**config.mk**
```make
export PLATFORM = sky130hd
export DESIGN_NAME = mem_ctrl
export DESIGN_NICKNAME = d
export VERILOG_FILES = /design/src/rtl/mem_ctrl.sv
export SDC_FILE = /design/constraint.sdc
export NUM_CORES = 1
export LEC_CHECK = 0
export BUFFER_PORTS_ARGS = -buffer_cell sky130_fd_sc_hd__buf_2
export CAP_MARGIN = 5
export CELL_PAD_IN_SITES_DETAIL_PLACEMENT = 1
export CELL_PAD_IN_SITES_GLOBAL_PLACEMENT = 2
export CORE_MARGIN = 1
export CORE_UTILIZATION = 24
export CTS_CLUSTER_DIAMETER = 120
export CTS_CLUSTER_SIZE = 10
export DETAILED_ROUTE_END_ITERATION = 10
export PLACE_DENSITY = 0.9
export RECOVER_POWER = 50
export SYNTH_ARGS = -nofsm -noshare
export SYNTH_HDL_FRONTEND = slang
export SYNTH_SLANG_ARGS = --single-unit
```
**constraint.sdc**
```tcl
create_clock -name clk -period 1.81 [get_ports clk]
set_input_delay 0.2715 -clock clk [delete_from_list [all_inputs] [get_ports clk]]
set_output_delay 0.2715 -clock clk [all_outputs]
set_load 0.01 [all_outputs]
```
**src/rtl/mem_ctrl.sv**
```systemverilog
// mem_ctrl: sequences MDR word reads/writes and MBR byte fetches onto one single-port RAM.
// Optional build macro MEM_QUEUE_EN adds a one-entry holding register for requests arriving while busy.
module mem_ctrl #(
  parameter int unsigned NBITS = 32,
  parameter int unsigned MEM   = 3,
  parameter int unsigned ADDR  = 10
) (
  input  logic             clk,
  input  logic             reset,
  input  logic [MEM-1:0]   mem_control,
  input  logic [NBITS-1:0] mar,
  input  logic [NBITS-1:0] mdr,
  input  logic [NBITS-1:0] pc,
  output logic             ready,
  output logic [NBITS-1:0] mdr_data,
  output logic             mdr_valid,
  output logic [7:0]       mbr_data,
  output logic             mbr_valid,
  output logic             err,
  output logic [ADDR-1:0]  ram_addr,
  output logic [NBITS-1:0] ram_data,
  output logic             ram_we,
  input  logic [NBITS-1:0] ram_q
);

  typedef enum logic [2:0] {IDLE, RD_A, RD_D, WR, FT_A, FT_D} state_e;

  state_e           state_q, state_d;
  logic             fetch_pend_q, fetch_pend_d;
  logic [NBITS-1:0] pc_q, pc_d;
  logic [ADDR-1:0]  ram_addr_q, ram_addr_d;
  logic [NBITS-1:0] ram_data_q, ram_data_d;
  logic [NBITS-1:0] mdr_data_q, mdr_data_d;
  logic             mdr_valid_q, mdr_valid_d;
  logic [7:0]       mbr_data_q, mbr_data_d;
  logic             mbr_valid_q, mbr_valid_d;
  logic             err_q, err_d;

  logic [MEM-1:0]   acc_ctl;
  logic [NBITS-1:0] acc_mar, acc_mdr, acc_pc;
  logic [7:0]       byte_sel;
  logic             hold_full;
  logic             unused_addr_bits;

`ifdef MEM_QUEUE_EN
  logic             hold_valid_q, hold_valid_d;
  logic [MEM-1:0]   hold_ctl_q, hold_ctl_d;
  logic [NBITS-1:0] hold_mar_q, hold_mar_d;
  logic [NBITS-1:0] hold_mdr_q, hold_mdr_d;
  logic [NBITS-1:0] hold_pc_q, hold_pc_d;

  assign hold_full = hold_valid_q;
`else
  assign hold_full = 1'b0;
`endif

  assign ready     = (state_q == IDLE) && !hold_full;
  assign mdr_data  = mdr_data_q;
  assign mdr_valid = mdr_valid_q;
  assign mbr_data  = mbr_data_q;
  assign mbr_valid = mbr_valid_q;
  assign err       = err_q;
  assign ram_addr  = ram_addr_q;
  assign ram_data  = ram_data_q;
  // Combinational so a reset landing on the write cycle suppresses the write immediately.
  assign ram_we    = (state_q == WR) && !reset;

  assign unused_addr_bits = ^{acc_mar[NBITS-1:ADDR], pc_q[NBITS-1:ADDR+2]};

  // A held request takes priority over the live port when returning to IDLE.
  always_comb begin
    acc_ctl = mem_control;
    acc_mar = mar;
    acc_mdr = mdr;
    acc_pc  = pc;
`ifdef MEM_QUEUE_EN
    if (hold_valid_q) begin
      acc_ctl = hold_ctl_q;
      acc_mar = hold_mar_q;
      acc_mdr = hold_mdr_q;
      acc_pc  = hold_pc_q;
    end
`endif
  end

  always_comb begin
    case (pc_q[1:0])
      2'd0:    byte_sel = ram_q[7:0];
      2'd1:    byte_sel = ram_q[15:8];
      2'd2:    byte_sel = ram_q[23:16];
      default: byte_sel = ram_q[31:24];
    endcase
  end

  always_comb begin
    state_d      = state_q;
    fetch_pend_d = fetch_pend_q;
    pc_d         = pc_q;
    ram_addr_d   = ram_addr_q;
    ram_data_d   = ram_data_q;
    mdr_data_d   = mdr_data_q;
    mdr_valid_d  = 1'b0;
    mbr_data_d   = mbr_data_q;
    mbr_valid_d  = 1'b0;
    err_d        = 1'b0;
`ifdef MEM_QUEUE_EN
    hold_valid_d = hold_valid_q;
    hold_ctl_d   = hold_ctl_q;
    hold_mar_d   = hold_mar_q;
    hold_mdr_d   = hold_mdr_q;
    hold_pc_d    = hold_pc_q;
    if (state_q == IDLE) hold_valid_d = 1'b0;
`endif

    case (state_q)
      IDLE: begin
        if (acc_ctl != '0) begin
          pc_d = acc_pc;
          if (acc_ctl[2]) begin
            // Write wins over a simultaneous read; the read is reported as dropped.
            state_d      = WR;
            ram_addr_d   = acc_mar[ADDR-1:0];
            ram_data_d   = acc_mdr;
            fetch_pend_d = acc_ctl[0];
            err_d        = acc_ctl[1];
          end else if (acc_ctl[1]) begin
            state_d      = RD_A;
            ram_addr_d   = acc_mar[ADDR-1:0];
            fetch_pend_d = acc_ctl[0];
          end else begin
            state_d      = FT_A;
            ram_addr_d   = acc_pc[ADDR+1:2];
            fetch_pend_d = 1'b0;
          end
        end
      end
      RD_A: state_d = RD_D;
      RD_D, WR: begin
        if (state_q == RD_D) begin
          mdr_data_d  = ram_q;
          mdr_valid_d = 1'b1;
        end
        if (fetch_pend_q) begin
          state_d      = FT_A;
          ram_addr_d   = pc_q[ADDR+1:2];
          fetch_pend_d = 1'b0;
        end else begin
          state_d = IDLE;
        end
      end
      FT_A: state_d = FT_D;
      FT_D: begin
        mbr_data_d  = byte_sel;
        mbr_valid_d = 1'b1;
        state_d     = IDLE;
      end
      default: state_d = IDLE;
    endcase

    if ((mem_control != '0) && !ready) begin
`ifdef MEM_QUEUE_EN
      if (!hold_valid_q) begin
        hold_valid_d = 1'b1;
        hold_ctl_d   = mem_control;
        hold_mar_d   = mar;
        hold_mdr_d   = mdr;
        hold_pc_d    = pc;
      end else begin
        err_d = 1'b1;
      end
`else
      err_d = 1'b1;
`endif
    end
  end

  always_ff @(posedge clk) begin
    if (reset) begin
      state_q      <= IDLE;
      fetch_pend_q <= 1'b0;
      pc_q         <= '0;
      ram_addr_q   <= '0;
      ram_data_q   <= '0;
      mdr_data_q   <= '0;
      mdr_valid_q  <= 1'b0;
      mbr_data_q   <= '0;
      mbr_valid_q  <= 1'b0;
      err_q        <= 1'b0;
`ifdef MEM_QUEUE_EN
      hold_valid_q <= 1'b0;
      hold_ctl_q   <= '0;
      hold_mar_q   <= '0;
      hold_mdr_q   <= '0;
      hold_pc_q    <= '0;
`endif
    end else begin
      state_q      <= state_d;
      fetch_pend_q <= fetch_pend_d;
      pc_q         <= pc_d;
      ram_addr_q   <= ram_addr_d;
      ram_data_q   <= ram_data_d;
      mdr_data_q   <= mdr_data_d;
      mdr_valid_q  <= mdr_valid_d;
      mbr_data_q   <= mbr_data_d;
      mbr_valid_q  <= mbr_valid_d;
      err_q        <= err_d;
`ifdef MEM_QUEUE_EN
      hold_valid_q <= hold_valid_d;
      hold_ctl_q   <= hold_ctl_d;
      hold_mar_q   <= hold_mar_d;
      hold_mdr_q   <= hold_mdr_d;
      hold_pc_q    <= hold_pc_d;
`endif
    end
  end

endmodule

```
==> summary.md <==
| Metric | Value |
|---|---|
| DRC | `0` |
| Combinational Power Share | `0.216` |
| Clk root buf | `clkbuf_16` |
| Grt total ovfl | `0` |
| Status | `finished, final reports clean` |
| Starting Density | `0.246` |
| Reg2Reg Depth | `5` |
| Chip height | `135 um` |
| Std-Cell Rows | `48` |
| Syn avg cell area | `8.56 um^2` |
| Final WL | `14.6 mm` |
| Switch Pwr | `1830 uW` |
| Routed vias | `4239` |
| Num CTS Buffers | `9` |
| Number of gates resized after cts | `3` |
| Slew Limit Fails | `0` |
| WL/cell | `16.3 um` |
| CP Max Fanout | `8` |
| Ys Warns | `0` |
| Vias in the first global route | `4317` |
| Longest Clk Path Bufs | `2` |
| Clk_skew | `0.0116 ns` |
| Core area | `17300 um^2` |
| CP cell instances | `buf_4 -> nor2b_2 -> and3_1 -> buf_2` |
| Area grow syn2layout | `33.1%` |
| Crit Path Category | `register to output pin` |
| Hold Startpoint | `mdr[31]` |
| First-pass GRT wire length | `22.8 mm` |
| Hold buffers post-CTS | `0` |
| CP Launch Type | `register` |
| Internal cell power | `4150 uW` |
| Worst relative slew slack | `0.600` |
| Synth area leaders | `dfxtp_1, a21oi_1, nand2_1` |
| Critical Path Max Stage Delay | `0.41 ns` |
| Static Leak | `0.00215 uW` |
| # setup viols final | `0` |
| Die area | `18300 um^2` |
| Endpoints failing hold | `0` |
| DR pass1 iterations | `4` |
| CP Data Required Time | `1.54 ns` |
| Seq/Total Area, Yosys | `0.475` |
| Clock latency on the worst-skew pair | `0.35 ns` |
| Register area | `2020 um^2` |
| Cell area after synthesis | `4250 um^2` |
| Multi-input logic area | `1990 um^2` |
| Synth unique cells | `37` |
| Setup Fix Bufs, Post-CTS | `0` |
| Slowest CP cell | `dfxtp_2` |
| Highest Clock Rate | `0.578 GHz` |
| Minimum clock period | `1.73 ns` |
| Synth area leader | `dfxtp_1` |
| Port Buffer Count | `177` |
| Worst EP arrival | `1.46 ns` |
| Switching Share | `0.306` |
| Final Util | `0.327` |
| Htree depth | `3` |
| R2R Setup Slk | `0.20 ns` |
| Design area | `5660 um^2` |
| Crit. End Element | `output pin` |
| Unrepaired setup endpoints after global routing | `no` |
| Most frequent cells in the layout | `nand2_1, dfxtp_1, buf_2` |
| Total of max-cap violations | `0` |
| Clock slew at reported path FFs | `0.07 ns` |
| Gr usage total | `0.161` |
| Placed instance count | `875` |
| Iteration-0 DRC Markers | `168` |
| Die X | `135 um` |
| Most common cell after layout, fill and taps aside | `nand2_1` |
| Post-route setup TNS | `0 ns` |
| Clock sink count | `101` |
| Layout cells sized above 1 | `0.240` |
| Seq pwr share | `0.426` |
| Cells after synthesis | `497` |
| Synth top area share | `0.475` |
| Worst IR Drop VDD | `0.409 mV` |
| Largest net degree at the start of global routing | `43` |
| Ys flop type | `dfxtp_1` |
| Clock power share | `0.359` |
| Hold crit path type | `input port to register` |
| Placer Congestion | `0.775` |
| Fill count | `2173` |
| Part of the cycle the worst path needs | `0.955` |
| CTS tree | `yes` |
| Final nets | `794` |
| Worst Tran Pin Value | `0.601 ns` |
| Asr flop ratio synth | `0` |
| Post-Layout Cell Count | `892` |
| Area after DPL | `5450 um^2` |
| Reg2Reg Launch Point | `state_q[0]` |
| Pwr dens | `1060 nW/um^2` |
| Initial antenna violation count | `2` |
| DP HPWL | `10.4 mm` |
| Yosys reg bits | `101` |
| Detail Route Antenna Nets | `0` |
| WHS Path Cells | `3` |
| Setup crit start | `state_q[1]` |
| Mapped Nets | `630` |
| Ports | `220` |
| EDFF count, synth | `0` |
| Via density per instance | `4.75` |
critical path: cells and delay by family (launching register included):
family	cells	cell delay, ns
and+or+nand+nor	2	0.40
buffers and inverters	2	0.30
DFF	1	0.41
power by group through the flow:
| stage | Sequential, uW | Combinational [uW] | Clock (uW) |
|---|---|---|---|
| after floorplan | 2650 | 732 | 0 |
| after global placement | 2580 | 1340 | 0 |
| after detailed placement | 2590 | 1360 | 0 |
| after CTS | 2540 | 1370 | 2240 |
| after global routing | 2570 | 1430 | 2310 |
| final | 2540 | 1290 | 2140 |
logic make-up (layout without fill, tap and decap cells):
group                  after synthesis  after routing  share of synthesized area
and+or+nand+nor                    157            157                      0.159
buffers and inverters               53            222                     0.0606
other                                0              1                          0
DFF                                101            101                      0.475
AOI/OAI and AO/OA                  178            178                      0.263
muxes                                8              8                     0.0424
cells in the mapped netlist, types with 2 or more instances:
cell and number:
a211oi_1 10, a21oi_1 86, buf_1 2, buf_2 15
buf_6 3, clkbuf_1 29, dfxtp_1 101, mux4_2 8
nand2_1 113, nand2b_1 3, nand3_1 12, nand3b_1 2
nor2_1 15, nor2b_1 2, o2111ai_1 10, o21a_1 10
o21ai_0 38, o21ai_1 9, o41ai_2 10, or3_1 2
state kept, by name, indices dropped and copies added (netlist names):
signal	cells
ram_addr	10
mdr_valid	1
ram_data	32
mdr_data	32
mbr_data	8
pc_q	12
fetch_pend_q	1
mbr_valid	1
state_q	3
err	1
final timing paths:
kind,end
setup reg to reg,mdr_data[20]
hold reg to reg,ram_data[29]
setup / recovery,ram_we
hold / removal,ram_data[31]
metrics by stage:
stage | total power [uW] | hold slack [ns] | setup slack [ns]
after global routing | 6300 | 0.146 | 0.00266
after CTS | 6150 | 0.135 | 0.0409
after floorplan | 3380 | 0.407 | 0.307
after global placement | 3920 | 0.439 | 0.183
after detailed placement | 3950 | 0.443 | 0.153
final | 5980 | 0.155 | 0.0809
per-layer routing:
layer	track usage	up-vias	part of all wire
li1	-	2074	-
met1	0.199	2015	0.46
met2	0.260	128	0.47
met3	0.0389	20	0.056
met4	0.0799	2	0.021
met5	0	-	0.00089
layout make-up:
class,count,share of cell area
multi-input combinational,343,0.352
sequential,101,0.357
timing repair buffer,204,0.180
inverter,2,0.00354
antenna,1,0.000442
clock inverter,7,0.0175
clock buffer,9,0.0398
tap,225,0.0497
(Power assumes the default switching activity.)
